`src/rtl/inst_fetch_pkg.sv`:
```
// Shared types and constants for the instruction fetch unit.
// FETCH_MISALIGN_CHECK_EN adds the HALT state used for misaligned redirect faults.
package inst_fetch_pkg;

  localparam logic [31:0] DEFAULT_RESET_PC = 32'h0000_0000;
  localparam logic [31:0] NOP_INSN         = 32'h0000_0013;

  typedef enum logic [1:0] {
    ST_RUN   = 2'd0,
    ST_FLUSH = 2'd1
`ifdef FETCH_MISALIGN_CHECK_EN
    , ST_HALT = 2'd2
`endif
  } fetch_state_e;

  typedef struct packed {
    logic [31:0] pc;
    logic [31:0] opcode;
  } fetch_entry_t;

endpackage

```
`src/rtl/inst_fifo.sv`:
```
// Synchronous fetch buffer of {pc, opcode} entries with clear and occupancy count.
// DEPTH must be a power of two so the pointers wrap naturally.
module inst_fifo
  import inst_fetch_pkg::*;
#(
  parameter int unsigned DEPTH = 4
) (
  input  logic                   clk_i,
  input  logic                   rst_ni,
  input  logic                   push_i,
  input  fetch_entry_t           data_i,
  input  logic                   pop_i,
  input  logic                   clear_i,
  output fetch_entry_t           data_o,
  output logic                   full_o,
  output logic                   empty_o,
  output logic [$clog2(DEPTH):0] count_o
);

  localparam int unsigned AW = $clog2(DEPTH);
  localparam int unsigned CW = AW + 1;

  fetch_entry_t  mem_q [DEPTH];
  logic [AW-1:0] wr_ptr_q;
  logic [AW-1:0] rd_ptr_q;
  logic [CW-1:0] count_q;
  logic          do_push;
  logic          do_pop;

  assign empty_o = (count_q == '0);
  assign full_o  = (count_q == CW'(DEPTH));
  assign do_pop  = pop_i && !empty_o;
  assign do_push = push_i && (!full_o || do_pop);
  assign data_o  = mem_q[rd_ptr_q];
  assign count_o = count_q;

  always_ff @(posedge clk_i or negedge rst_ni) begin
    if (!rst_ni) begin
      mem_q    <= '{default: '0};
      wr_ptr_q <= '0;
      rd_ptr_q <= '0;
      count_q  <= '0;
    end else if (clear_i) begin
      wr_ptr_q <= '0;
      rd_ptr_q <= '0;
      count_q  <= '0;
    end else begin
      if (do_push) begin
        mem_q[wr_ptr_q] <= data_i;
        wr_ptr_q        <= wr_ptr_q + AW'(1);
      end
      if (do_pop) begin
        rd_ptr_q <= rd_ptr_q + AW'(1);
      end
      count_q <= count_q + CW'(do_push) - CW'(do_pop);
    end
  end

endmodule

```
`src/rtl/inst_fetch.sv`:
```
// Instruction fetch unit: in-order memory requests, fetch buffer, redirect flush.
// Define FETCH_MISALIGN_CHECK_EN to fault and halt on misaligned redirect targets.
module inst_fetch
  import inst_fetch_pkg::*;
#(
  parameter logic [31:0] RESET_PC   = DEFAULT_RESET_PC,
  parameter int unsigned FIFO_DEPTH = 4
) (
  input  logic        i_clk,
  input  logic        i_rst_n,
  output logic        o_imem_req,
  output logic [31:0] o_imem_addr,
  input  logic        i_imem_ack,
  input  logic        i_imem_rvalid,
  input  logic [31:0] i_imem_rdata,
  output logic        o_valid,
  output logic [31:0] o_opcode,
  output logic [31:0] o_pc,
  input  logic        i_ready,
  input  logic        i_redirect,
  input  logic [31:0] i_redirect_addr,
  output logic        o_misaligned
);

  localparam int unsigned CW = $clog2(FIFO_DEPTH) + 1;
  localparam int unsigned SW = CW + 1;

  fetch_state_e  state_q, state_d;
  logic [31:0]   pc_q, pc_d;
  logic [31:0]   rsp_pc_q, rsp_pc_d;
  logic          req_q, req_d;
  logic [CW-1:0] inflight_q, inflight_d;
  logic [CW-1:0] stale_q, stale_d;
  logic [CW-1:0] fifo_count;
  logic [CW-1:0] occ_next;
  logic          acc, rsp, push, pop, clear;
  logic          fifo_full, fifo_empty;
  logic          unused_full;
  logic [31:0]   redir_addr;
  fetch_entry_t  push_entry, head;

  assign acc        = req_q && i_imem_ack;
  assign rsp        = i_imem_rvalid && (inflight_q != '0);
  assign push_entry = '{pc: rsp_pc_q, opcode: i_imem_rdata};
  assign unused_full = fifo_full;

`ifdef FETCH_MISALIGN_CHECK_EN
  logic mis_q, mis_d;
  assign redir_addr   = i_redirect_addr;
  assign o_misaligned = mis_q;
`else
  logic unused_addr_lsb;
  assign unused_addr_lsb = ^i_redirect_addr[1:0];
  assign redir_addr      = {i_redirect_addr[31:2], 2'b00};
  assign o_misaligned    = 1'b0;
`endif

  // Next-state: redirect wins over push/pop; stale responses are counted off before keeping data.
  always_comb begin
    state_d    = state_q;
    pc_d       = pc_q;
    rsp_pc_d   = rsp_pc_q;
    inflight_d = inflight_q + CW'(acc) - CW'(rsp);
    stale_d    = stale_q;
    push       = 1'b0;
    pop        = 1'b0;
    clear      = 1'b0;
`ifdef FETCH_MISALIGN_CHECK_EN
    mis_d      = mis_q;
`endif
    if (rsp && (stale_q != '0)) begin
      stale_d = stale_q - CW'(1);
    end
    case (state_q)
      ST_RUN, ST_FLUSH: begin
        if (i_redirect) begin
          clear    = 1'b1;
          pc_d     = redir_addr;
          rsp_pc_d = redir_addr;
          stale_d  = inflight_d;
          state_d  = (inflight_d != '0) ? ST_FLUSH : ST_RUN;
`ifdef FETCH_MISALIGN_CHECK_EN
          if (i_redirect_addr[1:0] != 2'b00) begin
            state_d = ST_HALT;
            mis_d   = 1'b1;
          end
`endif
        end else begin
          if (acc) begin
            pc_d = pc_q + 32'd4;
          end
          push = rsp && (stale_q == '0);
          pop  = o_valid && i_ready;
          if (push) begin
            rsp_pc_d = rsp_pc_q + 32'd4;
          end
          if (stale_d == '0) begin
            state_d = ST_RUN;
          end
        end
      end
      default: clear = 1'b1;
    endcase
  end

  // Request only while outstanding requests plus buffered entries leave room.
  always_comb begin
    occ_next = clear ? '0 : (fifo_count + CW'(push) - CW'(pop));
    req_d    = (SW'(inflight_d) + SW'(occ_next)) < SW'(FIFO_DEPTH);
`ifdef FETCH_MISALIGN_CHECK_EN
    if (state_d == ST_HALT) begin
      req_d = 1'b0;
    end
`endif
  end

  always_ff @(posedge i_clk or negedge i_rst_n) begin
    if (!i_rst_n) begin
      state_q    <= ST_RUN;
      pc_q       <= RESET_PC;
      rsp_pc_q   <= RESET_PC;
      req_q      <= 1'b0;
      inflight_q <= '0;
      stale_q    <= '0;
`ifdef FETCH_MISALIGN_CHECK_EN
      mis_q      <= 1'b0;
`endif
    end else begin
      state_q    <= state_d;
      pc_q       <= pc_d;
      rsp_pc_q   <= rsp_pc_d;
      req_q      <= req_d;
      inflight_q <= inflight_d;
      stale_q    <= stale_d;
`ifdef FETCH_MISALIGN_CHECK_EN
      mis_q      <= mis_d;
`endif
    end
  end

  inst_fifo #(
    .DEPTH(FIFO_DEPTH)
  ) u_fifo (
    .clk_i   (i_clk),
    .rst_ni  (i_rst_n),
    .push_i  (push),
    .data_i  (push_entry),
    .pop_i   (pop),
    .clear_i (clear),
    .data_o  (head),
    .full_o  (fifo_full),
    .empty_o (fifo_empty),
    .count_o (fifo_count)
  );

  assign o_imem_req  = req_q;
  assign o_imem_addr = pc_q;
  assign o_valid     = !fifo_empty;
  assign o_opcode    = head.opcode;
  assign o_pc        = head.pc;

endmodule

```
`config.mk`:
```
export PLATFORM = sky130hd
export DESIGN_NAME = inst_fetch
export DESIGN_NICKNAME = d
export VERILOG_FILES = /design/src/rtl/inst_fetch_pkg.sv /design/src/rtl/inst_fifo.sv /design/src/rtl/inst_fetch.sv
export SDC_FILE = /design/constraint.sdc
export NUM_CORES = 1
export LEC_CHECK = 0
export CAP_MARGIN = 40
export CORE_MARGIN = 2
export CORE_UTILIZATION = 30
export DETAILED_ROUTE_END_ITERATION = 16
export GPL_TIMING_DRIVEN = 1
export PLACE_DENSITY = 0.5
export SYNTH_ARGS = -nofsm -noshare
export SYNTH_HDL_FRONTEND = slang
export SYNTH_SLANG_ARGS = --single-unit
```
`constraint.sdc`:
```
create_clock -name i_clk -period 3.6 [get_ports i_clk]
set_clock_uncertainty 0.1 [all_clocks]
set_input_delay 0.36 -clock i_clk [delete_from_list [all_inputs] [get_ports i_clk]]
set_output_delay 0.36 -clock i_clk [all_outputs]
set_load 0.02 [all_outputs]
```
==> summary.md, run 1 <==
| Metric | Value |
|---|---|
| Setup violations, final | `0` |
| CTS tree | `built` |
| Total leakage power | `0.008399 uW` |
| Final worst path period share | `90.69%` |
| Source-to-sink clock delay at the later pin of the worst-skew pair | `0.57 ns` |
| Maximum fanout along the worst path | `4` |
| Endpoint of the worst hold path | `u_fifo.count_o[2]` |
| Count of mapped cells out of synthesis | `1125` |
| Worst hold path type | `primary input to register` |
| Wire length after detailed routing | `38.58 mm` |
| Clock transition at the register clock pins on the worst setup and hold paths after CTS | `0.06 ns` |
| Depth of the CTS H-tree | `2` |
| Die Y-Extent | `231.3 um` |
| First-pass GRT wire length | `61.79 mm` |
| Vias per std cell | `5.016` |
| Count of cells resized by post-cts repair | `0` |
| Number of slew-limit violations in the final report | `0` |
| Largest net degree at the start of global routing | `86` |
| Max VDD drop | `0.0002977 V` |
| Iteration-0 DRC Markers | `471` |
| Total die area | `53520 sq um` |
| Reg-to-reg startpoint | `inflight_q[1]` |
| Post-synthesis async set-or-reset flop share | `100.0%` |
| Setup repair after global routing missed its margin | `false` |
| Hold_sp | `i_redirect` |
| Worst hold slack across all endpoints | `0.05400 ns` |
| Placeable core region | `51200 sq um` |
| Number of diodes | `0` |
| DRC Markers | `0` |
| Cell area after technology mapping | `15510 sq um` |
| Yosys reg bits | `322` |
| Total negative setup slack | `0 ns` |
| Number of ports placed on the die boundary | `169` |
| Slew at the pin closest to its max-slew limit | `0.7562 ns` |
| Depth of the worst hold-timing path | `2` |
| Final critical-path required period | `3.265 ns` |
| Global-route congestion overflow total | `0` |
| Post-CTS setup buffer count | `0` |
| Yosys warnings | `0` |
| Vias in the first global route | `10730` |
| Worst relative slew slack | `49.21%` |
| Clock sinks | `322` |
| Via count | `9992` |
| Worst Setup End Kind | `register` |
| Clock root buffer | `clkbuf_16` |
| Area growth from synthesis to final layout | `23.63%` |
| Predominant post-synthesis flop cell | `dfrtp_1` |
| Max stage delay on crit path | `0.48 ns` |
| Count of input and output buffers | `161` |
| Post-route ant nets | `0` |
| Drt wl/cell | `19.37 um` |
| Required time at the endpoint of the critical path | `3.97 ns` |
| Setup crit start | `inflight_q[1]` |
| Cell area power density | `697.1 nW/um^2` |
| All-layer global routing usage | `14.75%` |
| Outcome | `completed` |
| Internal reg-to-reg setup slack | `0.34 ns` |
| Width of the die | `231.3 um` |
| Worst Path Arrival | `3.63 ns` |
| Worst Reg2Reg Path Length in Cells | `11` |
| CTS Buf Count | `41` |
| Number of enable-type register cells in the synthesized netlist | `0` |
| Number of violations of the max-capacitance limit | `0` |
| Terminus of the critical flop-to-flop path | `o_imem_req` |
| Library cells used by synthesis | `57` |
| Average size of a mapped cell | `13.78 sq um` |
| FMAX | `306.3 MHz` |
| Initial antenna violation count | `0` |
| Setup Crit Path Kind | `register to register` |
| Fraction of the yosys area taken by sequential cells | `51.96%` |
| HPWL after detailed placement | `25.58 mm` |
| Number of rows created at floorplan | `83` |
| First-pass detailed-route iteration total | `4` |
| Startpoint type of the worst setup path | `register` |
| Routability cong. | `0.7568` |
| Max Root-Sink Buffers | `3` |
| Fraction of layout instances using a drive strength above 1 | `32.85%` |
| Cell-by-cell trace of the critical path | `o31ai_1 -> clkinv_1 -> ha_1 -> inv_1 -> ha_1 -> fa_1 -> xor2_1 -> xnor2_1 -> ha_1 -> or3_1 -> a41oi_1` |
| Total number of nets in the final design | `1375` |
| Final Hold Fails | `0` |
| Cell occurring most often along the worst timing path | `ha_1` |
| Slowest cell on the critical path | `o31ai_1` |
| Initial core utilization | `30.29%` |
-- cell type report --
class	instances	area (sq um)
repair buffers	199	2066
flip-flops and latches	322	8063
clock buffers	55	1109
inverters	22	82.58
clock inverters	14	127.6
fillers	4905	32030
multi-input cells	700	6873
well taps	680	850.8
-- report_power, final --
part	internal [uW]	leakage (uW)	switching (uW)
Clock	2230	0.000608	1600
Sequential	4400	0.00421	585
Combinational	2490	0.00358	2060
-- cell usage in the layout (no fill, tap or decap), drive strengths merged, types with 12 or more instances in the layout --
master / synthesis / routed
buf: 45 / 38
clkbuf: 40 / 55
clkdlybuf4s50: 0 / 159
dfrtp: 322 / 322
ha: 16 / 16
inv: 21 / 23
mux2: 260 / 260
mux4: 62 / 62
nand2: 39 / 39
nand2b: 13 / 13
nand3: 23 / 23
nand4: 22 / 22
nor2: 36 / 36
nor3: 19 / 19
nor4: 23 / 23
o21ai: 16 / 16
o31a: 19 / 19
o31ai: 13 / 13
or4: 12 / 12
xnor2: 17 / 17
-- metal layers --
metal / vias up / share of wire [%] / GRT usage [%]
met2: 219 / 46 / 23.01
li1: 4532 / - / -
met4: 0 / 2.1 / 4.032
met1: 5178 / 47 / 20.75
met5: - / 0 / 0
met3: 63 / 4.9 / 3.088
-- through the flow --
step           cells  worst slack [ns]  utilization, %  area, sq um  total power (uW)
2_1_floorplan   1129            0.3492               -        15520              7686
3_3_place_gp    1921            0.1766           34.99        17910              9605
3_5_place_dp    1922            0.1941           35.01        17920              9682
4_1_cts         1992            0.2708           37.44        19170             13620
5_1_grt         1992           0.04554           37.44        19170             14150
6_report        1992            0.3353           37.44        19170             13360
-- state kept, by name, indices dropped and copies added (netlist names) --
register         cells
stale_q              3
u_fifo.mem_q       248
u_fifo.rd_ptr_q      2
o_imem_req           1
rsp_pc_q            30
inflight_q           3
o_imem_addr         30
u_fifo.count_o       3
u_fifo.wr_ptr_q      2
-- worst max path at each step --
stage / to / slack [ns]
floorplan: o_imem_req / 0.35
global placement: o_imem_req / 0.18
detailed placement: o_imem_req / 0.19
CTS: o_pc[7] / 0.27
global route: o_imem_req / 0.05
finish: o_imem_req / 0.34
-- critical path: cells and delay by family (launching register included) --
family,cells,cell delay (ns)
and+or+nand+nor,1,0.31
DFF,1,0.42
AOI/OAI and AO/OA,2,0.65
adders and majority gates,4,1.12
buffers and inverters,2,0.22
xor gates and xnor gates,2,0.36
-- repair_timing --
action,4_1_cts,5_1_grt
hold buffers,1,0
hold endpoints to repair,265,0
setup endpoints to repair,0,0
-- logic make-up after synthesis --
group                      count (synthesis)  synth area share (%)
DFF                                      322                 51.96
AOI/OAI and AO/OA                         95                 4.406
muxes                                    327                 28.21
buffers and inverters                    107                 3.938
adders and majority gates                 19                 1.678
and+or+nand+nor                          228                 8.311
other                                      1               0.02418
xor gates and xnor gates                  26                 1.469
-- synth_stat cells, types with 12 or more instances --
master,n,area [sq um]
dfrtp_1,322,8058
mux2_2,260,2928
mux4_2,62,1396
clkbuf_1,40,150.1
nor2_1,36,135.1
nand2_1,35,131.4
buf_6,24,270.3
nand3_1,22,110.1
nor4_1,22,137.6
inv_1,21,78.83
nand4_1,21,131.4
o31a_1,19,166.4
nor3_1,18,90.09
xnor2_1,17,148.9
ha_1,16,200.2
o21ai_0,16,80.08
nand2b_1,13,81.33
o31ai_1,13,97.59
or4_1,12,90.09
No activity file was read; power rests on OpenSTA's default activity.
==> inputs of run 2 (changes only) <==
CORE_UTILIZATION = 50   (was 30)
PLACE_DENSITY = 0.74   (was 0.5)
==> summary.md, run 2 (synthesized netlist as in run 1, its figures left out) <==
| Metric | Value |
|---|---|
| Total leakage power | `0.008270 uW (-1.5%)` |
| CTS Buf Count | `36 (-12%)` |
| FMAX | `308.4 MHz (+0.69%)` |
| Clock transition at the register clock pins on the worst setup and hold paths after CTS | `0.06 ns (about the same)` |
| Total die area | `32440 sq um (-39%)` |
| HPWL after detailed placement | `22.28 mm (-13%)` |
| Setup repair after global routing missed its margin | `false` |
| Via count | `10060 (+0.67%)` |
| Startpoint type of the worst setup path | `register` |
| Maximum fanout along the worst path | `21 (+17)` |
| Number of slew-limit violations in the final report | `0 (unchanged)` |
| Final Hold Fails | `0 (unchanged)` |
| Cell area power density | `701.4 nW/um^2 (+0.62%)` |
| DRC Markers | `0 (unchanged)` |
| Initial core utilization | `50.69% (+20 points)` |
| Max VDD drop | `0.0003600 V (+21%)` |
| Routability cong. | `0.8419 (+11%)` |
| Top library cells by usage in the layout, fill and taps aside | `dfrtp_1 (320), mux2_2 (260), clkdlybuf4s50_1 (159), mux4_2 (62), clkbuf_16 (37)` |
| Number of diodes | `0 (unchanged)` |
| Clock root buffer | `clkbuf_16` |
| Global-route congestion overflow total | `0 (unchanged)` |
| Area growth from synthesis to final layout | `20.16%` |
| Final non-filler cell total | `1688 (-15%)` |
| Worst hold path type | `primary input to register` |
| Depth of the CTS H-tree | `2 (unchanged)` |
| First-pass GRT wire length | `56.08 mm (-9.2%)` |
| Worst Setup End Kind | `output pin` |
| Required time at the endpoint of the critical path | `3.14 ns (-0.83 ns)` |
| Number of violations of the max-capacitance limit | `0 (unchanged)` |
| Placeable core region | `30590 sq um (-40%)` |
| Outcome | `completed` |
| Fraction of layout instances using a drive strength above 1 | `32.35% (-0.50 points)` |
| Number of rows created at floorplan | `64 (-23%)` |
| CP Buf/Inv Count | `2 (unchanged)` |
| Width of the die | `180.1 um (-22%)` |
| Cell type group with the largest total delay on the critical path | `buffers and inverters` |
| Setup violations, final | `0 (unchanged)` |
| Cell-by-cell trace of the critical path | `buf_4 -> mux4_2 -> clkdlybuf4s50_1` |
| Total power | `13070 uW (-2.2%)` |
| Slew at the pin closest to its max-slew limit | `0.9474 ns (+0.1911 ns)` |
| All-layer global routing usage | `21.19% (+6.4 points)` |
| Most common cell after layout, fill and taps aside | `dfrtp_1` |
| CTS tree | `built` |
| Largest net degree at the start of global routing | `97 (+13%)` |
| Post-route ant nets | `0 (unchanged)` |
| Total negative setup slack | `0 ns (unchanged)` |
| Die Y-Extent | `180.1 um (-22%)` |
| Slowest cell on the critical path | `dfrtp_4` |
| Setup Crit Path Kind | `register to output pin` |
| Core utilization of the finished layout | `60.91% (+23 points)` |
| Clock sinks | `322 (unchanged)` |
| Final critical-path setup slack | `0.3576 ns (+0.02231 ns)` |
| Initial antenna violation count | `0 (unchanged)` |
| Number of instances in the placed design | `1626 (-15%)` |
| Final worst path period share | `90.07% (-0.62 points)` |
| Number of ports placed on the die boundary | `169 (unchanged)` |
| Iteration-0 DRC Markers | `564 (+20%)` |
| Worst setup slack after placement | `0.1823 ns (-0.01179 ns)` |
| M1 wire length | `15.81 mm (-13%)` |
| Vias per std cell | `5.959 (+19%)` |
| Final critical-path required period | `3.242 ns (-0.02231 ns)` |
| Met3 layer wire length in the routed design | `1.798 mm (-4.7%)` |
| Total number of nets in the final design | `1358 (-1.2%)` |
| Worst Path Arrival | `2.78 ns (-0.85 ns)` |
| Wire length after detailed routing | `34.12 mm (-12%)` |
| Source-to-sink clock delay at the later pin of the worst-skew pair | `0.51 ns (-0.06 ns)` |
| First-pass detailed-route iteration total | `5 (+1)` |
| Drt wl/cell | `20.21 um (+4.4%)` |
| Number of flip-flops in the largest register | `248 (unchanged)` |
| Max Root-Sink Buffers | `3 (unchanged)` |
| Max stage delay on crit path | `0.74 ns (+0.26 ns)` |
| Vias in the first global route | `10350 (-3.5%)` |
| Uppermost layer routed | `met4` |
| Worst relative slew slack | `36.26% (-13 points)` |
| Count of input and output buffers | `161 (unchanged)` |
| Register with the highest flop count | `u_fifo.mem_q` |
| Met2 wire length | `15.80 mm (-11%)` |
[run 2: cell count changes in the layout (fill, tap and decap cells not counted), moves of 2 or more]
cell	before	now
nand2_2	0	4
nand2_4	4	0
buf_4	23	14
clkbuf_8	3	10
clkinv_2	8	6
clkbuf_16	41	37
buf_12	13	11
clkinv_8	2	0
clkbuf_1	11	4
[run 2: path summary, 6_finish.rpt]
path	from	endpoint	slack, ns	cells past startpoint
worst min-delay path	i_redirect	u_fifo.rd_ptr_q[0]	0.27	3
min in group asynchronous	i_rst_n	u_fifo.mem_q[134]	0.37	2
max in group asynchronous	i_rst_n	u_fifo.mem_q[77]	2.13	3
worst min register to register	u_fifo.mem_q[92]	u_fifo.mem_q[92]	0.40	1
worst max-delay path	u_fifo.rd_ptr_q[0]	o_pc[27]	0.36	3
worst max register to register	inflight_q[2]	o_imem_req	0.39	11
[run 2: routing by layer]
metal / track usage [%] / vias to the layer above
li1: - / 4509
met1: 30.52 / 5186
met2: 33.56 / 315
met3: 3.840 / 49
met4: 5.419 / 0
met5: 0 / -
[run 2: worst reg2reg max path, cell delays in order (launching register included)]
cell and delay [ns]:
dfrtp_1 0.43, o31ai_2 0.39, clkinv_1 0.17, ha_1 0.30, inv_1 0.04, ha_1 0.18
fa_1 0.37, xor2_1 0.16, xnor2_1 0.24, ha_1 0.28, or3_1 0.31, a41oi_1 0.16
[run 2: final cells by class]
cell class / instances / area (sq um)
timing repair buffer: 187 / 1947
fill: 2339 / 11960
multi-input combinational: 700 / 6858
inverter: 22 / 82.58
clock buffer: 51 / 1079
tap: 396 / 495.5
sequential: 322 / 8063
clock inverter: 10 / 107.6
[run 2: repair_timing]
item / 4_1_cts / 5_1_grt
setup buffers: 0 / 0
hold buffers: 1 / 0
hold endpoints to repair: 91 / 0
resized for setup: 0 / 1
setup endpoints to repair: 0 / 1
[run 2: power breakdown]
group	internal, uW	switching [uW]	leakage, uW
sequential	4390	602	0.00421
clock	2220	1430	0.000593
combinational	2440	1980	0.00347
[run 2: stage by stage]
step                area, sq um  hold WS, ns
floorplan                 15520     -0.03559
global placement          17430       0.3447
detailed placement        17430       0.3462
CTS                       18630       0.2414
global route              18630       0.2700
finish                    18630       0.2664
==> inputs of run 3 (changes only) <==
PLACE_DENSITY = 0.82   (was 0.74)
SETUP_SLACK_MARGIN = 0.02   (was default)
==> summary.md, run 3 (synthesized netlist as in run 1, its figures left out) <==
| Metric | Value |
|---|---|
| Initial core utilization | `50.69% (unchanged)` |
| Number of rows created at floorplan | `64 (unchanged)` |
| Maximum fanout along the worst path | `3 (-86%)` |
| Cell occurring most often along the worst timing path | `ha_1` |
| Cell area reported after detailed placement | `17440 sq um (about the same)` |
| Fraction of layout instances using a drive strength above 1 | `31.99% (-0.36 points)` |
| Number of slew-limit violations in the final report | `0 (unchanged)` |
| Setup repair after global routing missed its margin | `false` |
| Post-Layout Inst Area | `18590 sq um (-0.24%)` |
| Final worst path period share | `88.99% (-1.1 points)` |
| Post-route ant nets | `0 (unchanged)` |
| Slowest cell on the critical path | `dfrtp_1` |
| Reg-to-reg startpoint | `inflight_q[2]` |
| Iteration-0 DRC Markers | `698 (+24%)` |
| Max Root-Sink Buffers | `3 (unchanged)` |
| Placeable core region | `30590 sq um (unchanged)` |
| Internal reg-to-reg setup slack | `0.40 ns (about the same)` |
| Final non-filler cell total | `1690 (+0.12%)` |
| Post-CTS setup buffer count | `0 (unchanged)` |
| Initial antenna violation count | `0 (unchanged)` |
| Total of fill cells in the finished design | `2297 (-1.8%)` |
| CTS Buf Count | `36 (unchanged)` |
| Max stage delay on crit path | `0.42 ns (-0.32 ns)` |
| Count of input and output buffers | `161 (unchanged)` |
| Worst Path Arrival | `3.53 ns (+0.75 ns)` |
| Vias per std cell | `6.036 (+1.3%)` |
| Number of ports placed on the die boundary | `169 (unchanged)` |
| Vias in the first global route | `10490 (+1.3%)` |
| Total power | `13000 uW (-0.56%)` |
| Number of flip-flops in the largest register | `248 (unchanged)` |
| Hold_sp | `i_redirect` |
| FMAX | `312.1 MHz (+1.2%)` |
| DRC Markers | `0 (unchanged)` |
| Endpoint of the worst hold path | `u_fifo.rd_ptr_q[1]` |
| Most common cell after layout, fill and taps aside | `dfrtp_1` |
| Die Y-Extent | `180.1 um (unchanged)` |
| Via count | `10200 (+1.4%)` |
| Depth of the worst hold-timing path | `2 (-1)` |
| Clock transition at the register clock pins on the worst setup and hold paths after CTS | `0.06 ns (about the same)` |
| All-layer global routing usage | `21.67% (+0.47 points)` |
| Slew at the pin closest to its max-slew limit | `0.9876 ns (+0.04026 ns)` |
| Worst Reg2Reg Path Length in Cells | `11 (unchanged)` |
| Worst Setup End Kind | `register` |
| Drt wl/cell | `20.65 um (+2.2%)` |
| Worst hold path type | `primary input to register` |
| Cell area power density | `699.2 nW/um^2 (-0.32%)` |
| Wire length after detailed routing | `34.91 mm (+2.3%)` |
| Setup violations, final | `0 (unchanged)` |
| Max VDD drop | `0.0003161 V (-12%)` |
| Global-route congestion overflow total | `0 (unchanged)` |
| Top library cells by usage in the layout, fill and taps aside | `dfrtp_1 (320), mux2_2 (260), clkdlybuf4s50_1 (159), mux4_2 (62)` |
| Total die area | `32440 sq um (unchanged)` |
| Number of instances in the placed design | `1625 (-0.062%)` |
| Cell type group with the largest total delay on the critical path | `adder cells` |
| Required time at the endpoint of the critical path | `3.93 ns (+0.79 ns)` |
| Terminus of the critical flop-to-flop path | `o_imem_req` |
| Setup crit start | `inflight_q[2]` |
| Clock sinks | `322 (unchanged)` |
| Depth of the CTS H-tree | `2 (unchanged)` |
| Source-to-sink clock delay at the later pin of the worst-skew pair | `0.52 ns (about the same)` |
| Largest net degree at the start of global routing | `128 (+32%)` |
| Number of diodes | `0 (unchanged)` |
| Worst hold slack across all endpoints | `0.1232 ns (-0.1433 ns)` |
| Width of the die | `180.1 um (unchanged)` |
| First-pass detailed-route iteration total | `5 (unchanged)` |
| Number of violations of the max-capacitance limit | `0 (unchanged)` |
| Total number of nets in the final design | `1357 (-0.074%)` |
| Register with the highest flop count | `u_fifo.mem_q` |
| Cell-by-cell trace of the critical path | `o31ai_2 -> clkinv_1 -> ha_1 -> inv_1 -> ha_1 -> fa_1 -> xor2_1 -> xnor2_1 -> ha_1 -> or3_1 -> a41oi_1` |
| Worst relative slew slack | `34.16% (-2.1 points)` |
| Outcome | `completed` |
| CTS tree | `built` |
| Area growth from synthesis to final layout | `19.87%` |
| Total negative setup slack | `0 ns (unchanged)` |
| Routability cong. | `0.8736 (+3.8%)` |
| CP Buf/Inv Count | `2 (unchanged)` |
| Total leakage power | `0.008234 uW (-0.43%)` |
| HPWL after detailed placement | `22.64 mm (+1.6%)` |
| Clock root buffer | `clkbuf_16` |
| Final critical-path required period | `3.204 ns (-0.03868 ns)` |
| Final Hold Fails | `0 (unchanged)` |
| Startpoint type of the worst setup path | `register` |
| First-pass GRT wire length | `57.24 mm (+2.1%)` |
| Setup Crit Path Kind | `register to register` |
## run 3: per-layer routing
metal	vias to the layer above	routed length (um)	global-route usage, %
li1	4506	-	-
met1	5265	15470	30.91
met2	359	16460	34.64
met3	71	2168	3.901
met4	0	803	5.613
met5	-	0	0
## run 3: what timing repair did
| action | 4_1_cts | 5_1_grt |
|---|---|---|
| gates resized for setup | 0 | 1 |
| setup endpoints to repair | 0 | 1 |
| hold buffers | 1 | 0 |
| endpoints found under the hold margin | 121 | 0 |
## run 3: final cells by class
| class | instances | area, sq um | share of cell area (%) |
|---|---|---|---|
| clock buffers | 53 | 1035 | 5.567 |
| multi-input cells | 700 | 6858 | 36.90 |
| flip-flops and latches | 322 | 8063 | 43.38 |
| repair buffers | 186 | 1952 | 10.50 |
| inverters | 22 | 82.58 | 0.4443 |
| well taps | 396 | 495.5 | 2.666 |
| clock inverters | 11 | 101.3 | 0.5453 |
## run 3: where the power goes
part	total [uW]	internal, uW	leakage (uW)	switching, uW
registers	5000	4390	0.00421	608
clock network	3530	2070	0.000559	1460
logic	4460	2450	0.00347	2010
## run 3: metrics by stage
step / setup slack [ns] / utilization, %
after detailed placement: 0.1923 / 57.00
after floorplan: 0.3492 / -
after global placement: 0.2826 / 57.00
after CTS: 0.2999 / 60.75
final: 0.3963 / 60.76
after global routing: 0.1379 / 60.76
## run 3: how the worst max path moves through the flow
stage                     cells after the start    endpoint
after global routing                         11  o_imem_req
after floorplan                              13  o_imem_req
after CTS                                    11  o_imem_req
after detailed placement                     12  o_imem_req
after global placement                       12  o_imem_req
final                                        11  o_imem_req
